===== config.mk =====
export PLATFORM = sky130hd
export DESIGN_NAME = ieee_to_fp_11_18
export DESIGN_NICKNAME = d
export VERILOG_FILES = /design/src/rtl/ieee_to_fp_11_18_pkg.sv /design/src/rtl/fp_round_rne.sv /design/src/rtl/ieee_to_fp_11_18.sv
export SDC_FILE = /design/constraint.sdc
export NUM_CORES = 1
export LEC_CHECK = 0
export BUFFER_PORTS_ARGS = -buffer_cell sky130_fd_sc_hd__buf_4
export CORE_MARGIN = 3
export CORE_UTILIZATION = 32
export DETAILED_ROUTE_END_ITERATION = 6
export SYNTH_ARGS = -nofsm -noshare
export SYNTH_HDL_FRONTEND = slang
export SYNTH_SLANG_ARGS = --single-unit

===== constraint.sdc =====
create_clock -name clk -period 6.44 [get_ports clk]
set_clock_uncertainty 0.15 [all_clocks]
set_input_delay 1.61 -clock clk [delete_from_list [all_inputs] [get_ports clk]]
set_output_delay 1.61 -clock clk [all_outputs]
set_load 0.02 [all_outputs]

===== src/rtl/ieee_to_fp_11_18_pkg.sv =====
// Shared definitions for the binary64 -> FloPoCo 11_18 operand feeder:
// IEEE field positions, exception codes and the FloPoCo word layout.
package ieee_to_fp_11_18_pkg;

  localparam int unsigned WE           = 11;
  localparam int unsigned BIAS         = 1023;
  localparam int unsigned IEEE_W       = 64;
  localparam int unsigned IEEE_SIGN    = 63;
  localparam int unsigned IEEE_EXP_LSB = 52;
  localparam int unsigned IEEE_FRAC_W  = 52;
  localparam int unsigned FP_WF        = 18;
  localparam int unsigned FP_W         = FP_WF + WE + 3;

  typedef enum logic [1:0] {
    EXN_ZERO = 2'b00,
    EXN_NORM = 2'b01,
    EXN_INF  = 2'b10,
    EXN_NAN  = 2'b11
  } exn_e;

  // exn [31:30], sign [29], exponent [28:18], fraction [17:0]
  typedef struct packed {
    exn_e             exn;
    logic             sign;
    logic [WE-1:0]    exp;
    logic [FP_WF-1:0] frac;
  } fp_11_18_t;

endpackage


===== src/rtl/fp_round_rne.sv =====
// Round-to-nearest-even increment of a truncated fraction; carry flags
// a fraction overflow that the caller folds into the exponent.
module fp_round_rne #(
  parameter int unsigned WF = 18
) (
  input  logic [WF-1:0] keep_i,
  input  logic          guard_i,
  input  logic          sticky_i,
  output logic          carry_o,
  output logic [WF-1:0] frac_o
);

  logic round_up;

  assign round_up           = guard_i & (sticky_i | keep_i[0]);
  assign {carry_o, frac_o}  = {1'b0, keep_i} + (WF+1)'(round_up);

endmodule


===== src/rtl/ieee_to_fp_11_18.sv =====
// Streaming binary64 -> FloPoCo 11_18 converter: stage 1 decodes and
// classifies, stage 2 rounds and packs; saturating status counters.
module ieee_to_fp_11_18
  import ieee_to_fp_11_18_pkg::*;
#(
  parameter int unsigned WF    = 18,
  parameter int unsigned CNT_W = 16
) (
  input  logic              clk,
  input  logic              rst,
  input  logic              in_valid,
  output logic              in_ready,
  input  logic [63:0]       in_data,
  output logic              out_valid,
  input  logic              out_ready,
  output logic [WF+13:0]    out_data,
  input  logic              cnt_clr,
  output logic [CNT_W-1:0]  subnorm_cnt,
  output logic [CNT_W-1:0]  inexact_cnt
);

  localparam int unsigned OW = WF + 14;

  logic                   s1_adv, acc;
  logic [WE-1:0]          e_in;
  logic [IEEE_FRAC_W-1:0] f_in;
  logic [WF-1:0]          keep_in;
  logic                   guard_in, sticky_in, subnorm_in, inexact_in;
  exn_e                   cls_in;

  logic                   s1_valid_q, s1_valid_d;
  logic                   s1_sign_q, s1_sign_d;
  logic [WE-1:0]          s1_exp_q, s1_exp_d;
  exn_e                   s1_cls_q, s1_cls_d;
  logic [WF-1:0]          s1_keep_q, s1_keep_d;
  logic                   s1_guard_q, s1_guard_d;
  logic                   s1_sticky_q, s1_sticky_d;
  logic                   s2_valid_q, s2_valid_d;
  logic [OW-1:0]          out_data_q, out_data_d;
  logic [CNT_W-1:0]       sub_q, sub_d, inx_q, inx_d;

  logic                   rnd_carry;
  logic [WF-1:0]          rnd_frac;
  logic [WE-1:0]          exp_norm;
  logic [OW-1:0]          pack_c;

  assign e_in      = in_data[IEEE_SIGN-1:IEEE_EXP_LSB];
  assign f_in      = in_data[IEEE_FRAC_W-1:0];
  assign keep_in   = f_in[IEEE_FRAC_W-1 -: WF];
  assign guard_in  = f_in[IEEE_FRAC_W-1-WF];
  assign sticky_in = |f_in[IEEE_FRAC_W-2-WF:0];

  assign s1_adv    = !s2_valid_q | out_ready;
  assign in_ready  = !s1_valid_q | s1_adv;
  assign acc       = in_valid & in_ready;
  assign out_valid = s2_valid_q;
  assign out_data  = out_data_q;
  assign subnorm_cnt = sub_q;
  assign inexact_cnt = inx_q;

  // Input classification; subnormals are flushed to zero
  always_comb begin
    cls_in = EXN_NORM;
    if (e_in == '0)
      cls_in = EXN_ZERO;
    else if (e_in == '1)
      cls_in = (f_in == '0) ? EXN_INF : EXN_NAN;
  end

  assign subnorm_in = (e_in == '0) && (f_in != '0);
  assign inexact_in = (cls_in == EXN_NORM) && (guard_in | sticky_in);

  fp_round_rne #(.WF(WF)) u_round (
    .keep_i   (s1_keep_q),
    .guard_i  (s1_guard_q),
    .sticky_i (s1_sticky_q),
    .carry_o  (rnd_carry),
    .frac_o   (rnd_frac)
  );

  // Exponent 2046 with carry becomes 2047 and stays normal in FloPoCo
  assign exp_norm = s1_exp_q + WE'(rnd_carry);

  always_comb begin
    pack_c = {s1_cls_q, s1_sign_q, WE'(0), WF'(0)};
    if (s1_cls_q == EXN_NORM)
      pack_c = {EXN_NORM, s1_sign_q, exp_norm, rnd_frac};
  end

  always_comb begin
    s1_valid_d  = s1_valid_q;
    s1_sign_d   = s1_sign_q;
    s1_exp_d    = s1_exp_q;
    s1_cls_d    = s1_cls_q;
    s1_keep_d   = s1_keep_q;
    s1_guard_d  = s1_guard_q;
    s1_sticky_d = s1_sticky_q;
    s2_valid_d  = s2_valid_q;
    out_data_d  = out_data_q;
    sub_d       = sub_q;
    inx_d       = inx_q;

    if (in_ready)
      s1_valid_d = in_valid;
    if (acc) begin
      s1_sign_d   = in_data[IEEE_SIGN];
      s1_exp_d    = e_in;
      s1_cls_d    = cls_in;
      s1_keep_d   = keep_in;
      s1_guard_d  = guard_in;
      s1_sticky_d = sticky_in;
    end

    if (s1_adv)
      s2_valid_d = s1_valid_q;
    if (s1_adv && s1_valid_q)
      out_data_d = pack_c;

    // Clear wins over a same-cycle increment
    if (cnt_clr) begin
      sub_d = '0;
      inx_d = '0;
    end else if (acc) begin
      if (subnorm_in && (sub_q != '1))
        sub_d = sub_q + CNT_W'(1);
      if (inexact_in && (inx_q != '1))
        inx_d = inx_q + CNT_W'(1);
    end
  end

  always_ff @(posedge clk or posedge rst) begin
    if (rst) begin
      s1_valid_q  <= 1'b0;
      s1_sign_q   <= 1'b0;
      s1_exp_q    <= '0;
      s1_cls_q    <= EXN_ZERO;
      s1_keep_q   <= '0;
      s1_guard_q  <= 1'b0;
      s1_sticky_q <= 1'b0;
      s2_valid_q  <= 1'b0;
      out_data_q  <= '0;
      sub_q       <= '0;
      inx_q       <= '0;
    end else begin
      s1_valid_q  <= s1_valid_d;
      s1_sign_q   <= s1_sign_d;
      s1_exp_q    <= s1_exp_d;
      s1_cls_q    <= s1_cls_d;
      s1_keep_q   <= s1_keep_d;
      s1_guard_q  <= s1_guard_d;
      s1_sticky_q <= s1_sticky_d;
      s2_valid_q  <= s2_valid_d;
      out_data_q  <= out_data_d;
      sub_q       <= sub_d;
      inx_q       <= inx_d;
    end
  end

endmodule


==> results of run 1 <==
==> final cells by class <==
class	instances	area [um^2]	area share
clock inverters	5	66.31	0.01033
multi-input cells	345	2325	0.3620
flip-flops and latches	100	2502	0.3896
repair buffers	137	1028	0.1601
well taps	184	230.2	0.03585
inverters	4	17.52	0.002727
clock buffers	11	252.7	0.03935
==> cells by family (layout without fill, tap and decap cells) <==
logic type | after synthesis | count (layout)
XOR/XNOR | 44 | 44
multiplexers | 38 | 38
AO/OA/AOI/OAI | 56 | 56
buffers and inverters | 23 | 157
AND/OR/NAND/NOR | 201 | 201
flip-flops | 100 | 100
adder cells (fa/ha/maj) | 6 | 6
==> cell usage after synthesis, drive strengths merged <==
cell     number  area, um^2
dfrtp       100        2502
nand2        52       195.2
mux2         37       416.7
nor2         37       138.9
o21ai        32       160.2
xnor2        30       262.8
nor4         25       171.4
nand3        22       110.1
clkbuf       18       67.56
nand4        16       100.1
xor2         14       122.6
and3         12       75.07
a21oi         9       48.80
and4          7       63.81
ha            6       75.07
nand3b        5       37.54
a22o          4       35.03
and2          4       25.02
inv           4       15.01
nor2b         4       25.02
nor3          4       20.02
nand2b        3       18.77
a2111oi       2       42.54
a21bo         2       20.02
nor4b         2       17.52
or3           2       12.51
or4           2       15.01
a211oi        1       7.510
a21o          1       15.01
a311o         1       11.26
a31o          1       8.760
and4bb        1       12.51
buf           1       5.000
mux2i         1       10.01
nand4b        1       8.760
nor3b         1       7.510
o21a          1       7.510
o31ai         1       7.510
o41ai         1       8.760
or4b          1       10.01
==> per-stage QoR <==
step / utilization / std cells
3_3_place_gp: 0.4137 / 770
4_1_cts: 0.4353 / 786
3_5_place_dp: 0.4137 / 770
6_report: 0.4353 / 786
5_1_grt: 0.4353 / 786
2_1_floorplan: - / 468
==> path summary, 6_finish.rpt <==
path / endpoint / startpoint / cells past startpoint / slack, ps
worst max-delay path: in_ready / out_ready / 3 / 2520
worst min-delay path: out_data[14] / out_data[14] / 2 / 330
worst max register to register: out_data[28] / s1_keep_q[0] / 13 / 3370
worst min register to register: out_data[14] / out_data[14] / 2 / 330
max in group asynchronous: s1_exp_q[2] / rst / 3 / 3790
min in group asynchronous: subnorm_cnt[7] / rst / 2 / 1120
==> power by group through the flow <==
stage,combinational [mW],clock [mW],sequential (mW)
finish,0.313,0.578,0.763
global route,0.343,0.630,0.774
floorplan,0.123,0,0.816
detailed placement,0.319,0,0.776
global placement,0.314,0,0.771
CTS,0.319,0.602,0.764
==> registers in the layout, indices dropped and copies added, names as in the netlist <==
name,count
s1_exp_q,11
s1_sticky_q,1
s1_guard_q,1
s1_keep_q,18
inexact_cnt,16
s1_valid_q,1
s1_cls_q,2
out_valid,1
out_data,32
subnorm_cnt,16
s1_sign_q,1
==> layer usage <==
layer  vias to the layer above  global-route usage  wire (um)
li1                       1935                   -          -
met1                      1885              0.1945       5578
met2                        95              0.2496       6172
met3                         6             0.04871        788
met4                         0             0.03301         97
met5                         -                   0          0
==> worst reg2reg max path: stages (launching register included) <==
cell     delay [ps]
dfrtp_1         370
o21a_1          120
ha_1            150
ha_1            250
nand4_1         240
nor2_1          290
and3_1          210
ha_1            180
ha_1            200
nand3_1         130
nor2_1          260
nand3_1         140
xor2_1          150
o21ai_0         140
==> impl_metrics.json, run 1 <==
{
  "status": "finished clean",
  "drv_cap": 0,
  "rows": 44,
  "rsz0062_at_grt": "false",
  "pre_cts_ws_ps": 2301,
  "cpLargestDelayFamily": "buffers and inverters",
  "clk_latency_ps": 350,
  "yosysSeqAreaShare": 0.5092,
  "final_cell_mix": "buf_4 (137), dfrtp_1 (100), nand2_1 (52), nor2_1 (37), mux2_2 (35)",
  "clk_pin_slew_ps": 70,
  "gp_congestion": 0.8614,
  "post_dp_cell_area_um2": 6103,
  "synth-compound-area-share": 0.07587,
  "worstMarginPinSlew_ps": 896.2,
  "drive_above_1_share": 0.3322,
  "syn_to_final_growth_pct": 30.68,
  "cts_max_path_buffers": 2,
  "grt_pass1_wl_mm": 20.07,
  "cts_num_sinks": 100,
  "critical-path-slowest-cell": "nand3b_1",
  "power_frac_seq": 0.461,
  "cp_num_buf_inv": 2,
  "pin_count": 135,
  "viasPerCell": 4.989,
  "core_um2": 14750,
  "cp_cell_sequence": "buf_4, nand3b_1, buf_4",
  "n_fill_cell": 1453,
  "vias": 3921,
  "powerDensity_nw_per_um2": 257.5,
  "syn-cell-area_um2": 4915,
  "synthAdderAreaFrac": 0.01527,
  "synth_xor_area_frac": 0.07841,
  "fmaxAchievable_ghz": 0.2549,
  "die-area_um2": 16880,
  "avgSynthCellArea_um2": 10.50,
  "clockRootBuffer": "clkbuf_16",
  "pwr-share-comb": 0.189,
  "ys_types": 45,
  "wl_per_cell_um": 16.08,
  "synthesis.nets": 543,
  "layout_commonest_cell": "buf_4",
  "initial_core_util": 0.3331,
  "synth_cells": 468,
  "cp_max_fo": 4,
  "synth_top_family_by_area": "simple AND/OR/NAND/NOR gates",
  "drt_iter0_drc": 168,
  "antenna_found_initial": 0,
  "min_path_type": "reg2reg",
  "antenna_cells": 0,
  "slew_headroom": 0.3994,
  "switching_share": 0.2856,
  "ys_seq_elements": 100,
  "wl_mm": 12.64,
  "cpMostUsedCell": "buf_4",
  "hold_buffers": 0,
  "ir_worst_vdd_mv": 0.1270,
  "p_int_mw": 1.181,
  "critPathLaunchType": "input port",
  "grt_start_max_net_pins": 69,
  "cts_made_buffers": 9,
  "finalPower_mw": 1.654,
  "final.setup.worst_slack_ps": 2517,
  "worstPathArrival_ps": 2160,
  "nets": 672,
  "ant_nets": 0,
  "port-buffer-count": 134,
  "setup_viol": 0,
  "gr-usage-all-layers": 0.1509,
  "cts_tree": "done",
  "dp_hpwl_mm": 9.358,
  "worstSetupPathType": "in2out",
  "cp-end-kind": "primary output",
  "drc": 0,
  "cpPeakStageDelay_ps": 230,
  "slew_violations": 0,
  "finalCriticalPeriod_ps": 3923,
  "yosysWarnings": 0,
  "die_x_um": 129.9,
  "h-tree-depth": 3,
  "yosys-mux-area-fraction": 0.08681,
  "die_h_um": 129.9,
  "synth-simple-area-share": 0.2166,
  "grt_pass1_vias": 3980,
  "final-hold-violation-count": 0,
  "first_pass_iters": 4,
  "p_leak_nw": 2.810,
  "period_share": 0.6091,
  "p_clk_frac": 0.349,
  "fin_area_um2": 6422,
  "worstPathRequired_ps": 4680,
  "grt-ovfl-total": 0,
  "cts_setup_buffers": 0,
  "cts_resized": 0,
  "tns_ps": 0,
  "switchingPower_mw": 0.4722,
  "hold_ws_ps": 331.5
}
(Power assumes the default switching activity.)
==> inputs of run 2 (changes only) <==
==> constraint.sdc (replaced) <==
create_clock -name clk -period 3.7 [get_ports clk]
set_clock_uncertainty 0.15 [all_clocks]
set_input_delay 0.925 -clock clk [delete_from_list [all_inputs] [get_ports clk]]
set_output_delay 0.925 -clock clk [all_outputs]
set_load 0.02 [all_outputs]
==> run 2 against run 1 <==
  * Hold slack improved by 3.3 ps
  * Clock-buffer cell count rose by 1
  * Global-route usage rose by 0.59 points
  * Critical path depth rose by 4
  * Combinational power rose by 76%
  * Utilization barely moved
  * Sequential share of layout area barely moved
  * Critical path type is now in2reg
  * Largest power group unchanged
==> impl_metrics.json, run 2 (same netlist as run 1, synthesis figures left out) <==
{
  "status": "finished clean",
  "syn_to_final_growth_pct": 30.75,
  "final-hold-violation-count": 0,
  "setup_viol": 0,
  "cp_num_buf_inv": 1,
  "fmaxAchievable_ghz": 0.3183,
  "clk_pin_slew_ps": 70,
  "grt_start_max_net_pins": 49,
  "largest_reg_flops": 32,
  "clockRootBuffer": "clkbuf_16",
  "layout.cells.non_filler": 790,
  "min_path_type": "reg2reg",
  "antenna_cells": 0,
  "viasPerCell": 5.119,
  "cts_max_path_buffers": 2,
  "final_cell_mix": "buf_4 (140), dfrtp_1 (100), nand2_1 (52), nor2_1 (37), mux2_2 (35)",
  "rows": 44,
  "h-tree-depth": 3,
  "cts_num_sinks": 100,
  "worstPathRequired_ps": 3780,
  "hold_buffers": 0,
  "core_um2": 14750,
  "drt_iter0_drc": 195,
  "drc": 0,
  "period_share": 0.8491,
  "vias": 4044,
  "port-buffer-count": 134,
  "startpoint": "in_data[52]",
  "worstPathArrival_ps": 3220,
  "wl_mm": 12.98,
  "rsz0062_at_grt": "false",
  "cp_max_fo": 7,
  "cpPeakStageDelay_ps": 520,
  "drive_above_1_share": 0.3333,
  "grt-ovfl-total": 0,
  "grt_pass1_wl_mm": 20.87,
  "post_dp_cell_area_um2": 6146,
  "worstSetupPathType": "in2reg",
  "cts_setup_buffers": 0,
  "first_pass_iters": 5,
  "cp_cell_sequence": "buf_4, nor4_1, nand3_1, a311o_2, a21oi_2, and4_1, mux2_1",
  "slew_violations": 0,
  "gp_congestion": 0.8303,
  "dp_cells": 774,
  "gr-usage-all-layers": 0.1568,
  "tns_ps": 0,
  "cp-end-kind": "register",
  "finalCriticalPeriod_ps": 3142,
  "nets": 676,
  "slew_headroom": 0.5178,
  "grt_pass1_vias": 3991,
  "ir_worst_vdd_mv": 0.2060,
  "die_h_um": 129.9,
  "die_x_um": 129.9,
  "cpLargestDelayFamily": "simple AND/OR/NAND/NOR gates",
  "wl_per_cell_um": 16.44,
  "worstMarginPinSlew_ps": 721.8,
  "critPathLaunchType": "input port",
  "cts_tree": "done",
  "r2r_start": "s1_keep_q[0]",
  "pin_count": 135,
  "die-area_um2": 16880,
  "dp_hpwl_mm": 9.581,
  "critical-path-slowest-cell": "nor4_1",
  "hold_start": "out_data[8]",
  "layout_commonest_cell": "buf_4",
  "cts_made_buffers": 9,
  "p_leak_nw": 2.814,
  "fin_area_um2": 6426,
  "powerDensity_nw_per_um2": 434.7,
  "drv_cap": 0,
  "clk_latency_ps": 350,
  "ant_nets": 0,
  "initial_core_util": 0.3331,
  "cts_resized": 0,
  "antenna_found_initial": 0
}
## run 2: cell count changes in the layout (fill, tap and decap cells not counted)
cell	before	now
inv_6	2	1
bufinv_16	1	0
inv_8	1	0
clkbuf_8	2	1
clkinv_4	0	2
buf_4	137	140
clkbuf_1	0	2
buf_12	0	1
## run 2: worst reg2reg max path, cell delays in order, from the launching register on
cell and delay (ps):
dfrtp_1 380, o21a_1 130, ha_1 170, ha_1 250, nand4_1 230, nor2_1 270, and3_1 210, ha_1 160
ha_1 180, nand3_1 120, nor2_1 260, nand3_1 130, xor2_1 150, o21ai_0 140
## run 2: metal layers
| metal | routed length (um) | up-vias | global-route usage |
|---|---|---|---|
| met3 | 669 | 14 | 0.03725 |
| met2 | 6230 | 104 | 0.2542 |
| li1 | - | 1946 | - |
| met1 | 5933 | 1980 | 0.2100 |
| met5 | 0 | - | 0 |
| met4 | 150 | 0 | 0.04584 |
## run 2: layout make-up
type                    instances  area, um^2
repair buffers                141        1071
clock buffers                  12       246.5
multi-input cells             345        2325
well taps                     184       230.2
flip-flops and latches        100        2502
fillers                      1433        8328
clock inverters                 4       33.78
inverters                       4       17.52
## run 2: where the power goes
part	internal, mW	switching, mW
sequential	1.22	0.109
combinational	0.266	0.284
clock	0.481	0.431
## run 2: path summary, 6_finish.rpt
path	end	cells past startpoint	slack, ps
max	subnorm_cnt[13]	7	560
min	out_data[8]	2	330
max reg2reg	out_data[28]	13	680
min reg2reg	out_data[8]	2	330
max in group asynchronous	inexact_cnt[2]	3	2200
min in group asynchronous	subnorm_cnt[7]	2	510
## run 2: metrics by stage
step                  util  worst slack, ps  total power [mW]  hold WS [ps]
floorplan                -            6.221             1.635         300.5
global placement    0.4166            258.5             1.893         314.1
detailed placement  0.4166            214.5             1.910         327.0
CTS                 0.4356            589.9             2.837         343.0
global route        0.4356            396.9             2.946         364.7
finish              0.4356            558.3             2.793         334.8
==> inputs of run 3 (changes only) <==
==> constraint.sdc (replaced) <==
create_clock -name clk -period 2.5 [get_ports clk]
set_clock_uncertainty 0.15 [all_clocks]
set_input_delay 0.625 -clock clk [delete_from_list [all_inputs] [get_ports clk]]
set_output_delay 0.625 -clock clk [all_outputs]
set_load 0.02 [all_outputs]
==> run 3 against run 2 <==
  * Utilization increased by 3.8 points
  * Global-route usage increased by 0.95 points
  * Largest power group unchanged
  * Clock-buffer cell count unchanged
  * Design area increased by 8.7%
  * Largest cell class unchanged
  * Critical path type is now reg2reg
  * First-iteration DRC count decreased by 16%
==> impl_metrics.json, run 3 (same netlist as run 1, synthesis figures left out) <==
{
  "p_leak_nw": 3.081,
  "wl_per_cell_um": 16.56,
  "syn_to_final_growth_pct": 42.13,
  "clk_pin_slew_ps": 70,
  "cp_cell_sequence": "o21a_1, ha_4, ha_4, nand4_1, nor2_2, and3_4, ha_4, ha_4, nand3_4, nor2_4, nand3_2, xor2_1, o21ai_1",
  "clockRootBuffer": "clkbuf_16",
  "drc": 0,
  "layout_commonest_cell": "buf_4",
  "grt-ovfl-total": 0,
  "cts_made_buffers": 9,
  "finalCriticalPeriod_ps": 2462,
  "gp_congestion": 0.8285,
  "slew_violations": 0,
  "cts_max_path_buffers": 2,
  "nets": 729,
  "grt_pass1_vias": 4232,
  "wl_mm": 13.96,
  "r2r_start": "s1_keep_q[0]",
  "cts_num_sinks": 100,
  "core_um2": 14750,
  "die-area_um2": 16880,
  "finalPower_mw": 4.198,
  "reg2regPathDepth": 13,
  "worstMarginPinSlew_ps": 542.6,
  "grt_pass1_wl_mm": 22.04,
  "final.setup.worst_slack_ps": 38.43,
  "ir_worst_vdd_mv": 0.3702,
  "cp-end-kind": "register",
  "antenna_found_initial": 0,
  "hold_ws_ps": 278.1,
  "powerDensity_nw_per_um2": 600.9,
  "worstPathArrival_ps": 2540,
  "worstPathRequired_ps": 2580,
  "initial_core_util": 0.3331,
  "grtUsageMet3": 0.05199,
  "grt_use_met1": 0.2164,
  "worstSetupPathType": "reg2reg",
  "viasPerCell": 5.082,
  "cpMostUsedCell": "ha_4",
  "ant_nets": 0,
  "cpLargestDelayFamily": "simple AND/OR/NAND/NOR gates",
  "die_h_um": 129.9,
  "n_fill_cell": 1397,
  "cp_num_buf_inv": 0,
  "pre_cts_ws_ps": -312.2,
  "final_cell_mix": "buf_4 (192), dfrtp_1 (100), nand2_1 (52), mux2_2 (35), nor2_1 (34)",
  "rows": 44,
  "post_dp_cell_area_um2": 6494,
  "fin_area_um2": 6985,
  "setup_viol": 0,
  "port-buffer-count": 134,
  "drv_cap": 0,
  "pin_count": 135,
  "grt_start_max_net_pins": 101,
  "antenna_cells": 0,
  "slew_headroom": 0.6383,
  "die_x_um": 129.9,
  "vias": 4284,
  "clk_latency_ps": 350,
  "first_pass_iters": 4,
  "critPathLaunchType": "register",
  "drt_iter0_drc": 164,
  "r2r_slack_ps": 40,
  "critical-path-slowest-cell": "dfrtp_1",
  "grtUsageMet2": 0.2778,
  "cts_tree": "done",
  "fmaxAchievable_ghz": 0.4062,
  "gr-usage-all-layers": 0.1663,
  "dp_hpwl_mm": 10.30,
  "final-hold-violation-count": 0,
  "tns_ps": 0,
  "h-tree-depth": 3,
  "timing.rr.end": "out_data[26]",
  "status": "finished clean",
  "largest_reg_flops": 32,
  "drive_above_1_share": 0.4188,
  "grt.busiest_layer": "met2",
  "rsz0062_at_grt": "true",
  "period_share": 0.9846,
  "cpPeakStageDelay_ps": 380,
  "min_path_type": "in2async",
  "cp_max_fo": 3
}
-- run 3: how the worst max path moves through the flow --
stage	from	slack (ps)	end	cells after the start
after global placement	in_data[52]	-230	subnorm_cnt[3]	7
after detailed placement	in_data[52]	-310	subnorm_cnt[3]	7
after CTS	s1_keep_q[0]	3	out_data[26]	13
after floorplan	in_data[40]	-40	subnorm_cnt[13]	5
final	s1_keep_q[0]	40	out_data[26]	13
after global routing	s1_keep_q[0]	-130	out_data[28]	13
-- run 3: power breakdown --
group	leakage [nW]	switching, mW	internal, mW
Clock	0.133	0.621	0.711
Sequential	1.27	0.161	1.81
Combinational	1.67	0.450	0.445
Total	3.08	1.23	2.97
-- run 3: layout make-up --
type / count / area [um^2] / area share
clock buffers: 12 / 246.5 / 0.03529
clock inverters: 4 / 33.78 / 0.004836
inverters: 4 / 18.77 / 0.002687
multi-input cells: 345 / 2481 / 0.3552
flip-flops and latches: 100 / 2502 / 0.3582
well taps: 184 / 230.2 / 0.03296
repair buffers: 194 / 1473 / 0.2108
-- run 3: metrics by stage --
step	util	instances
after floorplan	-	468
after global placement	0.4401	819
after detailed placement	0.4401	819
after CTS	0.4664	840
after global routing	0.4735	843
final	0.4735	843
-- run 3: worst register-to-register path, stage by stage (launching register included) --
cell and delay (ps):
dfrtp_1 380, o21a_1 160, ha_4 150, ha_4 120, nand4_1 160, nor2_2 160
and3_4 210, ha_4 140, ha_4 150, nand3_4 90, nor2_4 130, nand3_2 90
xor2_1 170, o21ai_1 80
-- run 3: metal layers --
metal	routed length (um)	up-vias	part of all wire
li1	-	2053	-
met1	6207	2101	0.44
met2	6821	122	0.49
met3	862	8	0.062
met4	70	0	0.0050
met5	0	-	0
-- run 3: timing repair --
item	in CTS	in global routing
gates resized for setup	16	16
hold buffers	0	0
pin swaps	6	8
setup buffers	5	3
endpoints found under the setup margin	6	17
